### src/rtl/mem_pkg.sv
// Shared encodings for the data-memory path: access sizes, lane-enable constants,
// the load FSM states and the latched read-request record.
package mem_pkg;

    localparam logic [1:0] SZ_BYTE  = 2'b00;
    localparam logic [1:0] SZ_HALF  = 2'b01;
    localparam logic [1:0] SZ_WORD  = 2'b10;
    localparam logic [3:0] WEN_NONE = 4'b0000;

    typedef enum logic [1:0] {
        IDLE    = 2'b00,
        RD_WAIT = 2'b01,
        RD_DONE = 2'b10
    } state_t;

    typedef struct packed {
        logic [1:0] size;
        logic       isUnsigned;
        logic [1:0] offset;
    } rd_req_t;

    // The reserved size encoding behaves as a word, so it needs word alignment too.
    function automatic logic isAligned(input logic [1:0] size, input logic [1:0] offset);
        case (size)
            SZ_BYTE: isAligned = 1'b1;
            SZ_HALF: isAligned = ~offset[0];
            default: isAligned = (offset == 2'b00);
        endcase
    endfunction

endpackage

### src/rtl/dmem_ctrl_if.sv
// Bundle between the M stage, the data-memory controller and the data_ram block.
// The controller is the slave; the core/RAM side (or a bench) is the master.
interface dmem_ctrl_if #(
    parameter int RAM_AW = 10
);

    logic              req_valid;
    logic              req_we;
    logic [1:0]        req_size;
    logic              req_unsigned;
    logic [31:0]       req_addr;
    logic [31:0]       req_wdata;

    logic              stall;
    logic [31:0]       rdata_out;
    logic              rdata_valid;
    logic              addr_err_load;
    logic              addr_err_store;

    logic              ram_en;
    logic [3:0]        ram_wen;
    logic [RAM_AW-1:0] ram_addr;
    logic [31:0]       ram_wdata;
    logic [31:0]       ram_rdata;

    modport master (
        output req_valid, req_we, req_size, req_unsigned, req_addr, req_wdata, ram_rdata,
        input  stall, rdata_out, rdata_valid, addr_err_load, addr_err_store,
        input  ram_en, ram_wen, ram_addr, ram_wdata
    );

    modport slave (
        input  req_valid, req_we, req_size, req_unsigned, req_addr, req_wdata, ram_rdata,
        output stall, rdata_out, rdata_valid, addr_err_load, addr_err_store,
        output ram_en, ram_wen, ram_addr, ram_wdata
    );

endinterface

### src/rtl/load_extract.sv
// Picks the addressed byte/half lane out of a little-endian RAM word and
// sign- or zero-extends it to 32 bits.
module load_extract
    import mem_pkg::*;
(
    input  logic [31:0] word_i,
    input  logic [1:0]  offset_i,
    input  logic [1:0]  size_i,
    input  logic        unsigned_i,
    output logic [31:0] data_o
);

    logic [7:0]  lane8;
    logic [15:0] lane16;

    always_comb begin
        lane8  = word_i[7:0];
        lane16 = offset_i[1] ? word_i[31:16] : word_i[15:0];
        data_o = word_i;

        case (offset_i)
            2'd0:    lane8 = word_i[7:0];
            2'd1:    lane8 = word_i[15:8];
            2'd2:    lane8 = word_i[23:16];
            default: lane8 = word_i[31:24];
        endcase

        case (size_i)
            SZ_BYTE: data_o = {{24{~unsigned_i & lane8[7]}}, lane8};
            SZ_HALF: data_o = {{16{~unsigned_i & lane16[15]}}, lane16};
            default: data_o = word_i;
        endcase
    end

endmodule

### src/rtl/dmem_ctrl.sv
// Data-memory controller: stores go straight to the RAM in the request cycle,
// loads stall the pipeline while the one-cycle RAM read is collected and extended.
module dmem_ctrl
    import mem_pkg::*;
#(
    parameter int RAM_AW = 10
) (
    input  logic         clk,
    input  logic         rst,
    dmem_ctrl_if.slave   bus
);

    state_t      state_q;
    rd_req_t     rdReq_q;
    logic [31:0] rdata_q;

    logic        aligned;
    logic        accept;
    logic        doStore;
    logic        doLoad;
    logic [3:0]  storeWen;
    logic [31:0] storeData;
    logic [31:0] extracted;

    // Requests are only looked at in IDLE; reset also masks them so every
    // RAM-side output reads zero while rst is high.
    always_comb begin
        aligned = isAligned(bus.req_size, bus.req_addr[1:0]);
        accept  = (state_q == IDLE) && !rst && bus.req_valid;
        doStore = accept && aligned && bus.req_we;
        doLoad  = accept && aligned && !bus.req_we;
    end

    always_comb begin
        storeWen  = 4'b1111;
        storeData = bus.req_wdata;
        case (bus.req_size)
            SZ_BYTE: begin
                storeWen  = 4'b0001 << bus.req_addr[1:0];
                storeData = {4{bus.req_wdata[7:0]}};
            end
            SZ_HALF: begin
                storeWen  = bus.req_addr[1] ? 4'b1100 : 4'b0011;
                storeData = {2{bus.req_wdata[15:0]}};
            end
            default: begin
                storeWen  = 4'b1111;
                storeData = bus.req_wdata;
            end
        endcase
    end

    always_comb begin
        bus.ram_en         = doStore || doLoad;
        bus.ram_wen        = doStore ? storeWen : WEN_NONE;
        bus.ram_addr       = (doStore || doLoad) ? bus.req_addr[RAM_AW+1:2] : '0;
        bus.ram_wdata      = doStore ? storeData : 32'h0;
        bus.stall          = doLoad || (state_q == RD_WAIT);
        bus.rdata_valid    = (state_q == RD_DONE);
        bus.rdata_out      = rdata_q;
        bus.addr_err_load  = accept && !aligned && !bus.req_we;
        bus.addr_err_store = accept && !aligned && bus.req_we;
    end

    load_extract u_load_extract (
        .word_i     (bus.ram_rdata),
        .offset_i   (rdReq_q.offset),
        .size_i     (rdReq_q.size),
        .unsigned_i (rdReq_q.isUnsigned),
        .data_o     (extracted)
    );

    // The request fields are captured at issue because the pipeline is frozen
    // but the core-side bus is not guaranteed stable while the read is in flight.
    always_ff @(posedge clk or posedge rst) begin
        if (rst) begin
            state_q <= IDLE;
            rdReq_q <= '0;
            rdata_q <= '0;
        end else begin
            case (state_q)
                IDLE: begin
                    if (doLoad) begin
                        rdReq_q.size       <= bus.req_size;
                        rdReq_q.isUnsigned <= bus.req_unsigned;
                        rdReq_q.offset     <= bus.req_addr[1:0];
                        state_q            <= RD_WAIT;
                    end
                end
                RD_WAIT: begin
                    rdata_q <= extracted;
                    state_q <= RD_DONE;
                end
                RD_DONE: state_q <= IDLE;
                default: state_q <= IDLE;
            endcase
        end
    end

endmodule

### src/flat_wrapper.sv
// flat-port wrapper written by rule: the top's interface ports become plain ports
module dmem_ctrl_flat import mem_pkg::*;
#(
    parameter int RAM_AW = 10
)
  (clk, rst, bus_req_valid, bus_req_we, bus_req_size, bus_req_unsigned, bus_req_addr, bus_req_wdata, bus_ram_rdata, bus_stall, bus_rdata_out, bus_rdata_valid, bus_addr_err_load, bus_addr_err_store, bus_ram_en, bus_ram_wen, bus_ram_addr, bus_ram_wdata);
  dmem_ctrl_if #(.RAM_AW(RAM_AW)) bus_i ();
  input  logic clk;
  input  logic rst;
  input wire logic [$bits(bus_i.req_valid)-1:0] bus_req_valid;
  input wire logic [$bits(bus_i.req_we)-1:0] bus_req_we;
  input wire logic [$bits(bus_i.req_size)-1:0] bus_req_size;
  input wire logic [$bits(bus_i.req_unsigned)-1:0] bus_req_unsigned;
  input wire logic [$bits(bus_i.req_addr)-1:0] bus_req_addr;
  input wire logic [$bits(bus_i.req_wdata)-1:0] bus_req_wdata;
  input wire logic [$bits(bus_i.ram_rdata)-1:0] bus_ram_rdata;
  output wire logic [$bits(bus_i.stall)-1:0] bus_stall;
  output wire logic [$bits(bus_i.rdata_out)-1:0] bus_rdata_out;
  output wire logic [$bits(bus_i.rdata_valid)-1:0] bus_rdata_valid;
  output wire logic [$bits(bus_i.addr_err_load)-1:0] bus_addr_err_load;
  output wire logic [$bits(bus_i.addr_err_store)-1:0] bus_addr_err_store;
  output wire logic [$bits(bus_i.ram_en)-1:0] bus_ram_en;
  output wire logic [$bits(bus_i.ram_wen)-1:0] bus_ram_wen;
  output wire logic [$bits(bus_i.ram_addr)-1:0] bus_ram_addr;
  output wire logic [$bits(bus_i.ram_wdata)-1:0] bus_ram_wdata;
  assign bus_i.req_valid = bus_req_valid;
  assign bus_i.req_we = bus_req_we;
  assign bus_i.req_size = bus_req_size;
  assign bus_i.req_unsigned = bus_req_unsigned;
  assign bus_i.req_addr = bus_req_addr;
  assign bus_i.req_wdata = bus_req_wdata;
  assign bus_i.ram_rdata = bus_ram_rdata;
  assign bus_stall = bus_i.stall;
  assign bus_rdata_out = bus_i.rdata_out;
  assign bus_rdata_valid = bus_i.rdata_valid;
  assign bus_addr_err_load = bus_i.addr_err_load;
  assign bus_addr_err_store = bus_i.addr_err_store;
  assign bus_ram_en = bus_i.ram_en;
  assign bus_ram_wen = bus_i.ram_wen;
  assign bus_ram_addr = bus_i.ram_addr;
  assign bus_ram_wdata = bus_i.ram_wdata;
  dmem_ctrl #(.RAM_AW(RAM_AW)) u_core (.clk(clk), .rst(rst), .bus(bus_i));
endmodule
### config.mk
export PLATFORM = sky130hd
export DESIGN_NAME = dmem_ctrl_flat
export DESIGN_NICKNAME = d
export VERILOG_FILES = /design/src/rtl/mem_pkg.sv /design/src/rtl/dmem_ctrl_if.sv /design/src/rtl/load_extract.sv /design/src/rtl/dmem_ctrl.sv /design/src/flat_wrapper.sv
export SDC_FILE = /design/constraint.sdc
export NUM_CORES = 1
export LEC_CHECK = 0
export BUFFER_PORTS_ARGS = -buffer_cell sky130_fd_sc_hd__buf_2
export CAP_MARGIN = 20
export CORE_ASPECT_RATIO = 2
export CORE_MARGIN = 5
export CORE_UTILIZATION = 40
export CTS_BUF_LIST = sky130_fd_sc_hd__clkbuf_16
export DETAILED_ROUTE_END_ITERATION = 8
export GPL_TIMING_DRIVEN = 1
export PLACE_DENSITY = 0.75
export REMOVE_ABC_BUFFERS = 1
export SLEW_MARGIN = 20
export SYNTH_ARGS = -nofsm -noshare
export SYNTH_HDL_FRONTEND = slang
export SYNTH_HIERARCHICAL = 1
export SYNTH_SLANG_ARGS = --single-unit
### constraint.sdc
create_clock -name clk -period 4.4 [get_ports clk]
set_clock_uncertainty 0.1 [all_clocks]
set_input_delay 0.44 -clock clk [delete_from_list [all_inputs] [get_ports clk]]
set_output_delay 0.44 -clock clk [all_outputs]
set_load 0.05 [all_outputs]
### Yosys cells after proc, flatten, opt, wreduce, memory -nomap -nowiden

Index checks and enable logic that the tools add are counted.

| cells by class | value |
|---|---|
| equal/unequal tests | 7 |
| shift-type cells | 1 |
| multiplexer cells | 12 |
| bitwise logic cells | 4 |
| reductions and logical operators | 19 |

Operator list:

| cell | number |
|---|---|
| 32-bit case mux with 2 select lines | 2 |
| 32-bit 2-to-1 mux | 1 |
| 8-bit case mux with 3 select lines | 1 |
| 16-bit 2-to-1 mux | 1 |
| 2-bit logical NOT | 5 |
| 10-bit 2-to-1 mux | 1 |
| 2-bit by 1-bit equality test with 1-bit output, second input constant | 4 |
| 1-bit logical AND | 8 |
| 4-bit 2-to-1 mux | 2 |
| 4-bit case mux with 2 select lines | 1 |
| 2-bit equality test, second input constant | 2 |
| 2-bit case mux with 2 select lines | 1 |
| 1-bit by 2-bit << shifter with 4-bit output, first input constant | 1 |
| 1-bit logical NOT | 3 |
| 1-bit bitwise AND | 2 |
| 1-bit logical OR | 2 |
| 2-bit 2-to-1 mux | 1 |
| 2-bit by 1-bit != test with 1-bit output, second input constant | 1 |
| 1-bit inverter | 2 |
| 1-bit case mux with 2 select lines | 1 |
| 2-bit AND reduction | 1 |

| word-level totals | value |
|---|---|
| bits in registers | 39 |
| bits of input ports | 103 |
| output and inout bits | 83 |
| word-level logic and storage cells | 48 |

### Logic depth before layout (Yosys ltp)

Gate-level depths: netlist of run 1.

| logic depth | value |
|---|---|
| depth after elaboration | 7 |
| gate-level depth with buffers | 8 |
| gate-level depth less buffers | 4 |

### By module

Netlist of run 1, hierarchy kept.

Modules (own cells, without submodules):

| module | instances | cells an instance | area an instance (um^2) | seq. area each (um^2) |
|---|---|---|---|---|
| dmem_ctrl | 1 | 200 | 2207.1 | 975.9 |
| load_extract | 1 | 115 | 845.8 | 0.0 |

### Worst setup path before layout of run 1

No wires, ideal clock.

| timing path | value |
|---|---|
| path kind | input to output |
| start point | input port rst |
| end point | output port bus_ram_wen[1] |
| data arrival time | 2.874 ns |
| data required time | 3.860 ns |
| setup slack | 0.986 ns |
| stages on the path | 4 |
| buffers on the path | 1 |
| cells stage by stage | or4b_1 buf_2 or2_2 nor4_1 |

| between the ends | value |
|---|---|
| cells in the longest elaborated chain, start to end | 6 |

Ends and longest elaborated chain:

| item | line | RTL |
|---|---|---|
| start, declared | flat_wrapper.sv:9 | `input logic rst;` |
| 1-bit logical NOT | dmem_ctrl.sv:29 | `accept = (state_q == IDLE) && !rst && bus.req_valid;` |
| 1-bit logical AND (2 in series) | dmem_ctrl.sv:29 |  |
| 1-bit logical AND (2 in series) | dmem_ctrl.sv:30 | `doStore = accept && aligned && bus.req_we;` |
| 4-bit 2-to-1 mux | dmem_ctrl.sv:55 | `bus.ram_wen = doStore ? storeWen : WEN_NONE;` |
| end, declared | flat_wrapper.sv:23 | `output wire logic [$bits(bus_i.ram_wen)-1:0] bus_ram_wen;` |

No other way between the ends.

### Worst setup path after layout of run 1

| timing path | value |
|---|---|
| start point | register u_core.state_q[1] |
| end point | output port bus_ram_wdata[10] |

| between the ends | value |
|---|---|
| cells in the longest elaborated chain, start to end | 6 |

Ends and longest elaborated chain:

| item | line | RTL |
|---|---|---|
| start, declared | dmem_ctrl.sv:13 | `state_t state_q;` |
| start signal, assigned | dmem_ctrl.sv:77 | `state_q <= IDLE;` |
| start signal, assigned | dmem_ctrl.sv:87 | `state_q <= RD_WAIT;` |
| start signal, assigned | dmem_ctrl.sv:92 | `state_q <= RD_DONE;` |
| 2-bit logical NOT | dmem_ctrl.sv:29 |  |
| 1-bit logical AND (2 in series) | dmem_ctrl.sv:29 |  |
| 1-bit logical AND (2 in series) | dmem_ctrl.sv:30 |  |
| 32-bit 2-to-1 mux | dmem_ctrl.sv:57 | `bus.ram_wdata = doStore ? storeData : 32'h0;` |
| end, declared | flat_wrapper.sv:25 | `output wire logic [$bits(bus_i.ram_wdata)-1:0] bus_ram_wdata;` |

No other way between the ends.

==> results of run 1 <==
## kinds of logic after synthesis
family | count (synthesis) | synth area share
and+or+nand+nor | 109 | 0.186
buffers and inverters | 34 | 0.0594
xor gates and xnor gates | 1 | 0.00287
DFF | 39 | 0.320
AOI/OAI and AO/OA | 54 | 0.157
muxes | 78 | 0.275
## layer usage
layer | track usage | up-vias | wire (µm)
li1 | - | 1418 | -
met1 | 0.207 | 1370 | 3190
met2 | 0.354 | 128 | 4980
met3 | 0.0378 | 17 | 671
met4 | 0.0837 | 0 | 236
met5 | 0 | - | 0
## power by group
group          switching [mW]  internal (mW)
sequential             0.0984          0.517
clock                   0.135          0.204
combinational           0.917          0.407
total                    1.15           1.13
## per-stage QoR
| stage | cells | cell area (µm²) | power [mW] | util | setup slack, ps |
|---|---|---|---|---|---|
| CTS | 559 | 4020 | 2.30 | 0.533 | 1010 |
| global placement | 551 | 3880 | 1.93 | 0.515 | 1210 |
| global route | 559 | 4020 | 2.40 | 0.533 | 845 |
| floorplan | 285 | 2890 | 1.60 | - | 858 |
| finish | 559 | 4020 | 2.28 | 0.533 | 1030 |
| detailed placement | 551 | 3880 | 1.95 | 0.515 | 1210 |
## state kept, by name, summed over array words and instances, names as in the netlist
| signal | count |
|---|---|
| u_core/bus.rdata_out | 32 |
| u_core/rdReq_q | 5 |
| u_core/state_q | 2 |
## cells in the final DEF, fill, tap and decap left out, drive strengths merged, types with 7 or more instances in the layout
master / n
a21oi: 9
a22oi: 9
and2: 19
buf: 172
dfrtp: 39
mux2: 47
mux2i: 31
nand2: 41
nor2: 20
nor2b: 10
o211ai: 17
o221ai: 8
o22a: 7
## worst min-delay path, delay by kind of cell
kind | cells | cell delay (ps)
buffers and inverters | 3 | 560
## worst max-delay path by stage
| stage | end | slack (ps) | cells past startpoint |
|---|---|---|---|
| final | bus_ram_wdata[10] | 1030 | 4 |
| after floorplan | bus_ram_addr[0] | 860 | 3 |
| after CTS | bus_ram_wdata[10] | 1010 | 4 |
| after global routing | bus_ram_wdata[8] | 850 | 4 |
| after detailed placement | bus_ram_wdata[10] | 1210 | 5 |
| after global placement | bus_ram_wdata[10] | 1210 | 5 |
## area by class of cell
class / instances / area [µm²]
tap: 94 / 118
fill: 719 / 3520
sequential: 39 / 976
clock inverter: 3 / 11.3
inverter: 4 / 15.0
multi-input combinational: 242 / 1900
clock buffer: 5 / 125
timing repair buffer: 172 / 878
==> summary.md, run 1 <==
| Metric | Value |
|---|---|
| Status | `finished, final reports clean` |
| CORE AREA | `7540 µm²` |
| CP cell instances | `or4b_1, or4_1, a21oi_1, buf_2` |
| Worst R2R Start | `u_core/rdReq_q[4]` |
| Root buf cell | `clkbuf_16` |
| Total CTS buffers | `5` |
| Worst R2R Setup Slack | `1800 ps` |
| Main synth FF type | `dfrtp_1` |
| Minimum hold slack | `179 ps` |
| Count of final max-slew check failures | `0` |
| Antenna violations before repair | `0` |
| Critical Path Start Type | `register` |
| TritonCTS clock tree | `done` |
| Fin nets | `567` |
| Critical Path Source | `u_core/state_q[1]` |
| Rel. slew slack | `0.317` |
| VDD IR-drop max | `0.291 mV` |
| RSZ-0062 raised after global routing | `no` |
| Largest area contributor in the netlist | `dfrtp_1` |
| CP max stage delay | `920 ps` |
| Via density | `5.25` |
| Synth-to-layout area growth | `31.7%` |
| GRT Residual Overflow | `0` |
| Max Cap Viol | `0` |
| Die area | `9590 µm²` |
| Post-synthesis sequential area ratio | `0.320` |
| Synth async-reset ratio | `1.00` |
| Number of library cell types mapped by synthesis | `41` |
| H-tree depth | `2` |
| Top-count cell post-synth | `mux2_2` |
| Final min period | `3370 ps` |
| Syn Inst Count | `315` |
| Synth Area per Inst | `9.69 µm²` |
| Worst EP arrival | `2830 ps` |
| Synth top area cells | `dfrtp_1, mux2_2, mux2i_1, nand2_1, o211ai_2` |
| Actual slew at the worst max-slew pin | `1020 ps` |
| DIE HEIGHT | `134 µm` |
| Final Hold Fails | `0` |
| # IOs | `186` |
| Initial core utilization | `0.405` |
| Area share of the largest cell type after synthesis | `0.320` |
| Diodes inserted | `0` |
| First-pass GRT wire length | `15000 µm` |
| Row cnt | `45` |
| Postcts setup bufs | `0` |
| Max clock buf depth | `2` |
| Largest net degree at the start of global routing | `40` |
| Routability Congestion | `0.829` |
| Vias in the first global route | `3119` |
| Crit Path Class | `reg2out` |
| Cell count of the worst reg-to-reg path | `6` |
| Setup_tns | `0 ps` |
| Leakage | `2.08 nW` |
| Die W | `71.8 µm` |
| CP Capture Type | `primary output` |
| Seq cells post-synth | `39` |
| GRT Overall Usage | `0.193` |
| Hold_buf cts | `0` |
| Initial DRC Count | `135` |
| Finish-stage setup viols | `0` |
| CP max FO | `24` |
| Final routed wire length divided by cell count | `16.2 µm` |
| Clock transition at path regs | `60 ps` |
| Post-Route WL | `9070 µm` |
| Synth warnings | `6` |
| Fraction of layout cells with a size suffix above 1 | `0.540` |
| Post_cts resized | `0` |
| Clock latency on the worst-skew pair | `280 ps` |
| Number of routed nets with antenna violations | `0` |
| Reg2reg end | `u_core/bus.rdata_out[20]` |
| Vias | `2933` |
| Number of enable flip-flop cells after synthesis | `0` |
| Most frequent cells after synthesis | `mux2_2, nand2_1, dfrtp_1` |
| # clock sinks | `39` |
| Crit path buf inv count | `1` |
| Half-perimeter wire length after placement | `7210 µm` |
| CP top delay family | `simple AND/OR/NAND/NOR gates` |
| Synth Cell Area | `3050 µm²` |
| Worst EP required | `3860 ps` |
| CP max stage cell | `or4_1` |
| Tcrit/Tclk final | `0.765` |
| IO Port Bufs | `165` |
| DR DRC count | `0` |
| Min-Delay Path Class | `in2async` |
| Highest Clock Rate | `0.297 GHz` |
| Power Dens Cells | `567 nW/µm²` |
| Drt pass-1 iters | `4` |
(Power assumes the default switching activity.)
==> inputs of run 2 (changes only) <==
==> constraint.sdc (replaced) <==
create_clock -name clk -period 3.3 [get_ports clk]
set_clock_uncertainty 0.1 [all_clocks]
set_input_delay 0.33 -clock clk [delete_from_list [all_inputs] [get_ports clk]]
set_output_delay 0.33 -clock clk [all_outputs]
set_load 0.05 [all_outputs]
==> run 2 against run 1 <==
Sequential share of layout area shrank 0.25 points. First-iteration DRC count rose by 38%. Via count increased by 2.1%. Highest routed layer unchanged.
==> summary.md, run 2 (synthesis results as in run 1) <==
| Metric | Value |
|---|---|
| Status | `finished, final reports clean` |
| Synth-to-layout area growth | `33.1%` |
| # clock sinks | `39` |
| Routability Congestion | `0.829` |
| Net switching power | `1.54 mW` |
| Half-perimeter wire length after placement | `7380 µm` |
| Final Hold Fails | `0` |
| TritonCTS clock tree | `done` |
| Inst Count DP | `553` |
| VDD IR-drop max | `0.337 mV` |
| GRT Residual Overflow | `0` |
| Diodes inserted | `0` |
| Worst EP arrival | `2500 ps` |
| Crit Path Class | `reg2out` |
| Setup_tns | `0 ps` |
| Postcts setup bufs | `0` |
| Vias in the first global route | `3223` |
| Post-layout util | `0.539` |
| Rel. slew slack | `0.335` |
| Int Power | `1.59 mW` |
| Initial DRC Count | `186` |
| Clock power frac | `0.172` |
| Critical Path Start Type | `register` |
| First-pass GRT wire length | `15200 µm` |
| Power Dens Cells | `770 nW/µm²` |
| Total CTS buffers | `5` |
| RSZ-0062 raised after global routing | `no` |
| Min-Delay Path Class | `in2async` |
| Final routed wire length divided by cell count | `16.7 µm` |
| Fin cells | `561` |
| Antenna violations before repair | `0` |
| Hold_buf cts | `0` |
| Drt pass-1 iters | `6` |
| H-tree depth | `2` |
| Clock latency on the worst-skew pair | `280 ps` |
| CP max FO | `11` |
| GRT Overall Usage | `0.194` |
| Initial core utilization | `0.405` |
| DIE HEIGHT | `134 µm` |
| Most frequent cells in the layout | `buf_2, mux2_2, nand2_1` |
| Finish-stage setup viols | `0` |
| CP Capture Type | `primary output` |
| Switching part of the total | `0.492` |
| Clock transition at path regs | `60 ps` |
| Via density | `5.34` |
| Flop pwr share | `0.262` |
| Final min period | `2930 ps` |
| # IOs | `186` |
| IO Port Bufs | `165` |
| Die area | `9590 µm²` |
| Die W | `71.8 µm` |
| Number of routed nets with antenna violations | `0` |
| Worst EP required | `2870 ps` |
| Fin nets | `569` |
| Largest net degree at the start of global routing | `40` |
| Count of final max-slew check failures | `0` |
| Leakage | `2.10 nW` |
| DR DRC count | `0` |
| Actual slew at the worst max-slew pin | `996 ps` |
| Vias | `2994` |
| Combinational share of power | `0.567` |
| Most common library cell in the layout ignoring fill and taps | `buf_2` |
| Post_cts resized | `0` |
| Minimum hold slack | `66.1 ps` |
| Root buf cell | `clkbuf_16` |
| Fraction of layout cells with a size suffix above 1 | `0.546` |
| Tcrit/Tclk final | `0.888` |
| CORE AREA | `7540 µm²` |
| Post-Route WL | `9360 µm` |
| Max reg flops | `32` |
| Highest Clock Rate | `0.341 GHz` |
| Max clock buf depth | `2` |
| Max Cap Viol | `0` |
| Row cnt | `45` |
| Total power | `3.13 mW` |
run 2: power groups by stage:
stage | registers, mW | logic [mW] | clock network (mW)
2_1_floorplan | 1.52 | 0.610 | 0
3_3_place_gp | 0.818 | 1.76 | 0
3_5_place_dp | 0.833 | 1.78 | 0
4_1_cts | 0.824 | 1.78 | 0.552
5_1_grt | 0.851 | 1.87 | 0.567
6_report | 0.819 | 1.77 | 0.538
run 2: worst paths after layout:
check	start	to	slack (ps)	cells past startpoint
setup / recovery	u_core/state_q[1]	bus_ram_addr[6]	370	4
hold / removal	rst	u_core/state_q[0]	70	3
setup reg to reg	u_core/rdReq_q[1]	u_core/bus.rdata_out[20]	880	4
hold reg to reg	u_core/rdReq_q[2]	u_core/rdReq_q[2]	400	1
max in group asynchronous	rst	u_core/bus.rdata_out[4]	2660	3
min in group clk	bus_req_unsigned	u_core/rdReq_q[2]	190	2
run 2: cell type report:
| cell class | count | area (µm²) |
|---|---|---|
| multi-input cells | 242 | 1900 |
| clock buffers | 5 | 125 |
| fillers | 727 | 3480 |
| flip-flops and latches | 39 | 976 |
| repair buffers | 174 | 893 |
| clock inverters | 3 | 38.8 |
| well taps | 94 | 118 |
| inverters | 4 | 15.0 |
run 2: metal layers:
layer / wire, µm / global-route usage
met5: 0 / 0
met4: 302 / 0.0921
met3: 678 / 0.0363
met2: 5170 / 0.363
met1: 3210 / 0.201
run 2: metrics by stage:
stage / setup slack (ps) / instance area, µm²
3_3_place_gp: 718 / 3900
5_1_grt: 184 / 4060
3_5_place_dp: 666 / 3900
6_report: 370 / 4060
2_1_floorplan: -92.6 / 2890
4_1_cts: 367 / 4060
run 2: worst max-delay path, stage by stage (launching register included):
cell and delay [ps]:
dfrtp_1 400, or4b_1 650, nor3_1 660, and2_1 240
buf_2 270
==> inputs of run 3 (changes only) <==
--- a/config.mk
+++ b/config.mk
@@ -5,6 +5,7 @@
 export SDC_FILE = /design/constraint.sdc
 export NUM_CORES = 1
 export LEC_CHECK = 0
+export ABC_AREA = 1
 export BUFFER_PORTS_ARGS = -buffer_cell sky130_fd_sc_hd__buf_2
 export CAP_MARGIN = 20
 export CORE_ASPECT_RATIO = 2
==> constraint.sdc (replaced) <==
create_clock -name clk -period 3.3 [get_ports clk]
set_clock_uncertainty 0.1 [all_clocks]
set_input_delay 0.165 -clock clk [delete_from_list [all_inputs] [get_ports clk]]
set_output_delay 0.165 -clock clk [all_outputs]
set_load 0.05 [all_outputs]
==> run 3 against run 2 <==
Synthesized area down 1.4%. Largest cell class unchanged. Fmax increased by 19%. Critical endpoint is now bus_ram_wdata[17]. Utilization increased by 1.0 points. Critical path type is now in2out. Global-route usage rose by 1.7 points. Die area is 1.2% lower. Worst setup slack better by 470 ps. Register-to-register slack gained 380 ps. Final cell count up 26%.
==> summary.md, run 3 <==
| Metric | Value |
|---|---|
| Net switching power | `1.27 mW` |
| Die area | `9470 µm²` |
| Antenna violations before repair | `0` |
| CP max stage cell | `dlygate4sd3_1` |
| Crit Path Class | `in2out` |
| Syn Inst Count | `459` |
| Largest net degree at the start of global routing | `40` |
| VDD IR-drop max | `0.217 mV` |
| Most frequent cells after synthesis | `nand2_1, nor2_1, inv_1` |
| Worst R2R Setup Slack | `1260 ps` |
| GRT Overall Usage | `0.212` |
| Synth Cell Area | `3010 µm²` |
| Clock power frac | `0.215` |
| Min-Delay Path Class | `in2reg` |
| Worst R2R Start | `u_core/rdReq_q[4]` |
| GRT Residual Overflow | `0` |
| DIE HEIGHT | `133 µm` |
| DR DRC count | `0` |
| # clock sinks | `39` |
| Row cnt | `44` |
| Final min period | `2460 ps` |
| Int Power | `1.31 mW` |
| Number of library cell types mapped by synthesis | `27` |
| Leakage | `2.54 nW` |
| Largest area contributor in the netlist | `dfrtp_1` |
| Top-count cell post-synth | `nand2_1` |
| Post-Route WL | `10000 µm` |
| First-pass GRT wire length | `16400 µm` |
| Initial DRC Count | `265` |
| CORE AREA | `7320 µm²` |
| Pre-CTS setup slack | `1160 ps` |
| # IOs | `186` |
| Seq cells post-synth | `39` |
| RSZ-0062 raised after global routing | `no` |
| Synth top area cells | `dfrtp_1, nand2_1, nand3_2, nor2_1, inv_1` |
| Number of enable flip-flop cells after synthesis | `0` |
| Via density | `4.93` |
| Most frequent cells in the layout | `nand2_1, buf_2, nor2_1` |
| Fin nets | `719` |
| Area share of the largest cell type after synthesis | `0.324` |
| Worst EP arrival | `2190 ps` |
| IO Port Bufs | `165` |
| Rel. slew slack | `0.584` |
| Synth async-reset ratio | `1.00` |
| TritonCTS clock tree | `done` |
| Hold path depth | `2` |
| Worst hold endpoint | `u_core/state_q[0]` |
| Combinational share of power | `0.507` |
| Drt pass-1 iters | `4` |
| Fraction of layout cells with a size suffix above 1 | `0.382` |
| Hold wc startpoint | `bus_req_we` |
| CP cell instances | `dlygate4sd3_1, buf_2, inv_1, nand2_1, nor2_1, nand2_4, nor2_8, inv_2, nor2_2, buf_2` |
| Number of routed nets with antenna violations | `0` |
| Switching part of the total | `0.493` |
| Final-layout fill cell count | `735` |
| Setup_tns | `0 ps` |
| Most used cell, CP | `buf_2` |
| Vias in the first global route | `3510` |
| Clock transition at path regs | `60 ps` |
| CP max stage delay | `540 ps` |
| Design area | `4020 µm²` |
| Postcts setup bufs | `0` |
| Status | `finished, final reports clean` |
| Half-perimeter wire length after placement | `8000 µm` |
| Flop pwr share | `0.279` |
| Post-synthesis sequential area ratio | `0.324` |
| CP top delay family | `buffers and inverters` |
| Worst EP required | `3030 ps` |
| Max Cap Viol | `0` |
| Area taken by flip-flops and latches | `976 µm²` |
| Synth-to-layout area growth | `33.5%` |
| Main synth FF type | `dfrtp_1` |
| Tcrit/Tclk final | `0.744` |
| Reg2reg end | `u_core/bus.rdata_out[16]` |
| Area used by multi-input combinational logic | `1700 µm²` |
| Final routed wire length divided by cell count | `14.1 µm` |
| Max reg flops | `32` |
| Diodes inserted | `0` |
| Highest Clock Rate | `0.407 GHz` |
| Most common library cell in the layout ignoring fill and taps | `nand2_1` |
| Final setup margin | `844 ps` |
| Routability Congestion | `0.849` |
| Final Hold Fails | `0` |
| Cell count of the worst reg-to-reg path | `8` |
| CP Capture Type | `primary output` |
| Fin cells | `709` |
| Clock latency on the worst-skew pair | `290 ps` |
| Critical Path Start Type | `primary input` |
| Crit path buf inv count | `5` |
| Inst Count DP | `699` |
| Power Dens Cells | `644 nW/µm²` |
| Total CTS buffers | `5` |
| Vias | `3492` |
| Count of final max-slew check failures | `0` |
| Die W | `71.3 µm` |
| CP max FO | `20` |
| Finish-stage setup viols | `0` |
| Synth warnings | `6` |
| Post-layout util | `0.549` |
| H-tree depth | `2` |
| Root buf cell | `clkbuf_16` |
| Cell Area, Placed | `3830 µm²` |
| Synth Area per Inst | `6.56 µm²` |
| Initial core utilization | `0.411` |
| Actual slew at the worst max-slew pin | `619 ps` |
| Max clock buf depth | `2` |
[run 3: worst max-delay path by stage]
stage,start,to,slack (ps),cells after the start
3_5_place_dp,bus_req_size[1],bus_ram_wdata[17],1160,9
5_1_grt,rst,bus_ram_wdata[17],670,10
4_1_cts,rst,bus_ram_wdata[17],840,10
2_1_floorplan,u_core/state_q[1],bus_stall,360,3
3_3_place_gp,bus_req_size[1],bus_ram_wdata[1],1210,9
6_report,rst,bus_ram_wdata[17],840,10
[run 3: area by class of cell]
class / instances / area share
clock buffer: 5 / 0.0311
clock inverter: 3 / 0.0109
inverter: 46 / 0.0442
multi-input combinational: 352 / 0.422
sequential: 39 / 0.243
tap: 92 / 0.0287
timing repair buffer: 172 / 0.220
[run 3: metal layers]
layer	wire, µm	global-route usage	share of wire
met1	3380	0.222	0.34
met2	5350	0.387	0.53
met3	964	0.0471	0.096
met4	339	0.0952	0.034
met5	0	0	0
[run 3: power by group through the flow]
stage / combinational, mW / clock, mW / sequential, mW
3_3_place_gp: 1.30 / 0 / 0.725
3_5_place_dp: 1.32 / 0 / 0.730
4_1_cts: 1.32 / 0.569 / 0.722
2_1_floorplan: 0.489 / 0 / 1.20
5_1_grt: 1.41 / 0.586 / 0.743
6_report: 1.31 / 0.555 / 0.721
[run 3: timing repair]
item	CTS	global route
resized for setup	0	0
hold buffers	2	0
hold endpoints to repair	40	0
[run 3: metrics by stage]
step	power [mW]	hold WS [ps]
finish	2.59	9.08
global placement	2.03	264
global route	2.74	20.9
detailed placement	2.05	277
CTS	2.61	6.89
floorplan	1.69	143
[run 3: kinds of logic (layout without fill, tap and decap cells)]
logic type,Yosys count,after routing,share of synthesized area
flops,39,39,0.324
compound gates,45,45,0.0873
simple gates,307,307,0.475
buf+inv,68,226,0.113
